**src/rtl/sr_cmd_debounce.sv**
```systemverilog
// Debounces two raw push-button levels and turns accepted presses into
// single-cycle s/r pulses, with set priority and a model of downstream q.
module sr_cmd_debounce #(
  parameter int unsigned DEBOUNCE_CYCLES = 4
) (
  input  logic clk,
  input  logic rst,
  input  logic set_in,
  input  logic clr_in,
  output logic s,
  output logic r,
  output logic conflict,
  output logic q_model
);

  localparam logic [7:0] CNT_LAST = 8'(DEBOUNCE_CYCLES - 1);

  // Channel index 0 is the set button, index 1 the clear button.
  logic [1:0]      raw;
  logic [1:0]      sync1_q, sync1_d;
  logic [1:0]      sync2_q, sync2_d;
  logic [1:0]      db_q, db_d;
  logic [1:0][7:0] cnt_q, cnt_d;
  logic [1:0]      rise;
  logic            s_q, s_d;
  logic            r_q, r_d;
  logic            conflict_q, conflict_d;
  logic            q_model_q, q_model_d;

  assign raw = {clr_in, set_in};

  always_comb begin
    sync1_d = raw;
    sync2_d = sync1_q;
    db_d    = db_q;
    cnt_d   = cnt_q;
    rise    = '0;
    for (int ch = 0; ch < 2; ch++) begin
      // Any sample agreeing with the current level discards the partial count.
      if (sync2_q[ch] == db_q[ch]) begin
        cnt_d[ch] = '0;
      end else if (cnt_q[ch] >= CNT_LAST) begin
        db_d[ch]  = sync2_q[ch];
        cnt_d[ch] = '0;
        rise[ch]  = sync2_q[ch];
      end else begin
        cnt_d[ch] = cnt_q[ch] + 8'd1;
      end
    end

    // Set wins a same-edge collision; the clear request is dropped outright.
    s_d        = rise[0];
    r_d        = rise[1] & ~rise[0];
    conflict_d = rise[0] & rise[1];
    if (s_d) begin
      q_model_d = 1'b1;
    end else if (r_d) begin
      q_model_d = 1'b0;
    end else begin
      q_model_d = q_model_q;
    end
  end

  always_ff @(posedge clk) begin
    if (rst) begin
      sync1_q    <= '0;
      sync2_q    <= '0;
      db_q       <= '0;
      cnt_q      <= '0;
      s_q        <= 1'b0;
      r_q        <= 1'b0;
      conflict_q <= 1'b0;
      q_model_q  <= 1'b0;
    end else begin
      sync1_q    <= sync1_d;
      sync2_q    <= sync2_d;
      db_q       <= db_d;
      cnt_q      <= cnt_d;
      s_q        <= s_d;
      r_q        <= r_d;
      conflict_q <= conflict_d;
      q_model_q  <= q_model_d;
    end
  end

  assign s        = s_q;
  assign r        = r_q;
  assign conflict = conflict_q;
  assign q_model  = q_model_q;

endmodule
```
**config.mk**
```make
export PLATFORM = sky130hd
export DESIGN_NAME = sr_cmd_debounce
export DESIGN_NICKNAME = d
export VERILOG_FILES = /design/src/rtl/sr_cmd_debounce.sv
export SDC_FILE = /design/constraint.sdc
export NUM_CORES = 1
export LEC_CHECK = 0
export CORE_AREA = 2 2 41 43
export CTS_CLUSTER_DIAMETER = 60
export DETAILED_ROUTE_END_ITERATION = 8
export DIE_AREA = 0 0 43 45
export GPL_TIMING_DRIVEN = 0
export PLACE_DENSITY = 0.74
export SETUP_SLACK_MARGIN = 0.05
export SLEW_MARGIN = 40
export SYNTH_ARGS = -nofsm -noshare
export SYNTH_HDL_FRONTEND = slang
export SYNTH_SLANG_ARGS = --single-unit
export TNS_END_PERCENT = 1
```
**constraint.sdc**
```tcl
create_clock -name clk -period 2.5 [get_ports clk]
set_input_delay 0.375 -clock clk [delete_from_list [all_inputs] [get_ports clk]]
set_output_delay 0.375 -clock clk [all_outputs]
set_load 0.01 [all_outputs]
```
==> flow_metrics.py <==
metrics = {
    "drt": {
        "wl_met1_um": 446,
        "route.met2.wl_um": 421,
        "drt_iter0_drc": 6,
        "routed.top_layer": "met4",
        "via_count": 466,
        "drtAntennaViolNets": 0,
        "wl_um": 919,
        "wl_met3_um": 35,
        "vias_per_cell": 4.614,
        "dr.pass1.iters": 4,
        "wire_per_inst_um": 9.099,
        "drc": 0,
    },
    "sta": {
        "finalWorstPathRequiredPeriod_ns": 1.556,
        "rsz0062_at_grt": "no",
        "fin_skew_ns": 0.004346,
        "max_freq_mhz": 642.6,
        "min_period_over_period_pct": 62.24,
        "slew_violations": 0,
        "tns_ns": 0,
        "setup_violations": 0,
        "hold_viol_final": 0,
    },
    "setup_path": {
        "endpoint": "q_model",
        "r2r_end": "db_q[0]",
        "slowest_delay_ns": 0.54,
        "critPathBufInv": 1,
        "slowest_stage": "clkdlybuf4s50_1",
        "critPathRequiredTime_ns": 2.12,
        "startpoint": "q_model",
        "regToRegSetupSlack_ns": 0.98,
        "reg2regPathDepth": 4,
        "cp-start-kind": "flip-flop",
        "crit_family": "buffers and inverters",
        "worstSetupEndpointType": "output pin",
        "cp_cell_sequence": "clkdlybuf4s50_1",
        "reg2reg_from": "cnt_q[0]",
        "worst-setup-path-type": "flip-flop to output pin",
        "cp_max_fo": 2,
        "cp.depth": 1,
        "cp_data_arrival_time_ns": 1.18,
    },
    "clocking": {
        "post_cts_buffers": 0,
        "cts_buffer_depth": 2,
        "clk_pin_slew_worst_paths_ns": 0.12,
        "cts_buffers": 3,
        "htreeDepth": 1,
        "clockRootBuffer": "clkbuf_4",
        "cts_tree": "done",
        "cts_hold_buf": 0,
        "clk_latency_ns": 0.30,
        "cts_sinks": 26,
        "post_cts_resized": 0,
    },
    "power_and_ir_drop": {
        "clockPowerShare_pct": 29.3,
        "ir_drop_mv": 0.4489,
        "switching_share_pct": 18.73,
        "finalPower_uw": 657.5,
        "leakage_uw": 0.0003705,
        "netSwitchingPower_uw": 123.2,
        "pwr-share-seq_pct": 66.4,
        "p_int_uw": 534.3,
        "powerDensity_nw_per_um2": 704.4,
        "combPwrFrac_pct": 4.3,
    },
    "outcome": {
        "status": "finished, final reports clean",
    },
    "placed_design": {
        "placed_area_um2": 897.1,
        "gp_congestion": 0.6605,
        "port_buffers": 7,
    },
    "floorplan": {
        "num_io_pins": 8,
        "die_w_um": 43,
        "dieArea_um2": 1935,
        "core_um2": 1471,
        "start_util_pct": 52.04,
        "core.rowCount": 14,
        "die_h_um": 45,
    },
    "synth": {
        "synth_warnings": 0,
        "synth.distinct_cells": 22,
        "syn_inst": 63,
        "ys_seq_area_share_pct": 67.97,
        "syn_area_um2": 765.7,
        "ys_ff_latch": 26,
        "avgSynthCellArea_um2": 12.15,
    },
    "cells_and_area": {
        "fillers": 135,
        "stdcell_area_um2": 933.4,
        "drive_above_1_share_pct": 7.059,
        "syn_to_final_growth_pct": 21.90,
        "diodes": 0,
        "multi_input_area_um2": 279.0,
        "finish.utilization_pct": 63.44,
        "ff_latch_area_um2": 520.5,
        "fin_nets": 92,
    },
    "grt": {
        "grt_pass1_wl_um": 1573,
        "grt.total_usage_pct": 11.58,
        "grt_max_degree": 15,
        "grt_pass1_vias": 437,
        "antenna_found_initial": 0,
        "grt_overflow_total": 0,
    },
    "hold_path": {
        "hold_path_class": "flip-flop to flip-flop",
    },
    "run": {
        "max-cap-violations": 0,
    },
}
[synthesized netlist by cell type]
cell type	n	area [um^2]
a21oi_1	2	10.01
and2_1	1	6.260
clkbuf_1	1	3.750
conb_1	1	3.750
dfxtp_1	26	520.5
ha_1	2	25.02
inv_1	1	3.750
nand2_1	1	3.750
nand3_1	1	5.000
nor2_1	1	3.750
nor2b_1	7	43.79
nor3_1	2	10.01
nor3b_1	1	7.510
nor4_1	3	18.77
nor4b_1	1	8.760
o211ai_2	1	12.51
o21ai_0	3	15.01
o2bb2ai_1	1	8.760
or3_1	3	18.77
or4_1	1	7.510
or4_4	1	11.26
xnor2_1	2	17.52
[layer usage]
layer  GRT usage [%]  vias up
li1                -      249
met1           11.93      207
met2           19.70        8
met3           2.400        2
met4           10.91        0
met5               0        -
[cell usage in the layout, fill, tap and decap left out]
master	netlist	final
clkbuf_8	0	1
clkbuf_4	0	3
o21ai_0	3	3
and2_1	1	1
o211ai_2	1	1
inv_1	1	1
a21oi_1	2	2
nor4b_1	1	1
xnor2_1	2	2
nor3b_1	1	1
conb_1	1	12
ha_1	2	2
nand3_1	1	1
nor4_1	3	3
nor2_1	1	1
dfxtp_1	26	26
o2bb2ai_1	1	1
or3_1	3	3
clkdlybuf4s50_1	0	7
clkbuf_1	1	1
or4_1	1	1
or4_4	1	1
nand2_1	1	1
nor3_1	2	2
nor2b_1	7	7
[power by group through the flow]
| stage | Combinational, uW | Clock (uW) | Sequential, uW |
|---|---|---|---|
| after floorplan | 15.9 | 0 | 445 |
| after global placement | 27.6 | 0 | 445 |
| after detailed placement | 28.4 | 0 | 446 |
| after CTS | 28.4 | 203 | 437 |
| after global routing | 31.4 | 214 | 439 |
| final | 28.5 | 193 | 436 |
[stage by stage]
stage          cells  setup slack [ns]  hold slack [ns]
2_1_floorplan     74             1.080           0.3984
3_3_place_gp      97            0.9558           0.4115
3_5_place_dp      97            0.9270           0.4244
4_1_cts          101            0.9182           0.4392
5_1_grt          101            0.8734           0.4468
6_report         101            0.9439           0.4337
[flip-flops by register name (all words and copies together) (netlist names)]
| signal | cells |
|---|---|
| cnt_q | 16 |
| conflict | 1 |
| db_q | 2 |
| q_model | 1 |
| r | 1 |
| s | 1 |
| sync1_q | 2 |
| sync2_q | 2 |
[worst min-delay path by stage]
stage,startpoint,to,slack (ns),cells after the start
after global routing,cnt_q[0],cnt_q[0],0.45,1
after detailed placement,cnt_q[0],cnt_q[0],0.42,1
after CTS,cnt_q[0],cnt_q[0],0.44,1
final,cnt_q[0],cnt_q[0],0.43,1
after global placement,cnt_q[0],cnt_q[0],0.41,1
after floorplan,cnt_q[0],cnt_q[0],0.40,1
[kinds of logic (layout without fill, tap and decap cells)]
kind of cell	count (synthesis)	count (layout)	synth area share (%)
AND/OR/NAND/NOR	23	23	18.95
flip-flops	26	26	67.97
AO/OA/AOI/OAI	7	7	6.045
other	1	12	0.4897
buffers and inverters	2	13	0.9795
XOR/XNOR	2	2	2.288
adder cells (fa/ha/maj)	2	2	3.267
[area by class of cell]
class	count	share of cell area [%]
sequential	26	55.76
multi-input combinational	46	29.89
timing repair buffer	7	7.507
clock buffer	4	3.887
tap	16	2.145
buffer	1	0.4021
inverter	1	0.4021
Power figures use the tool's default switching activity.
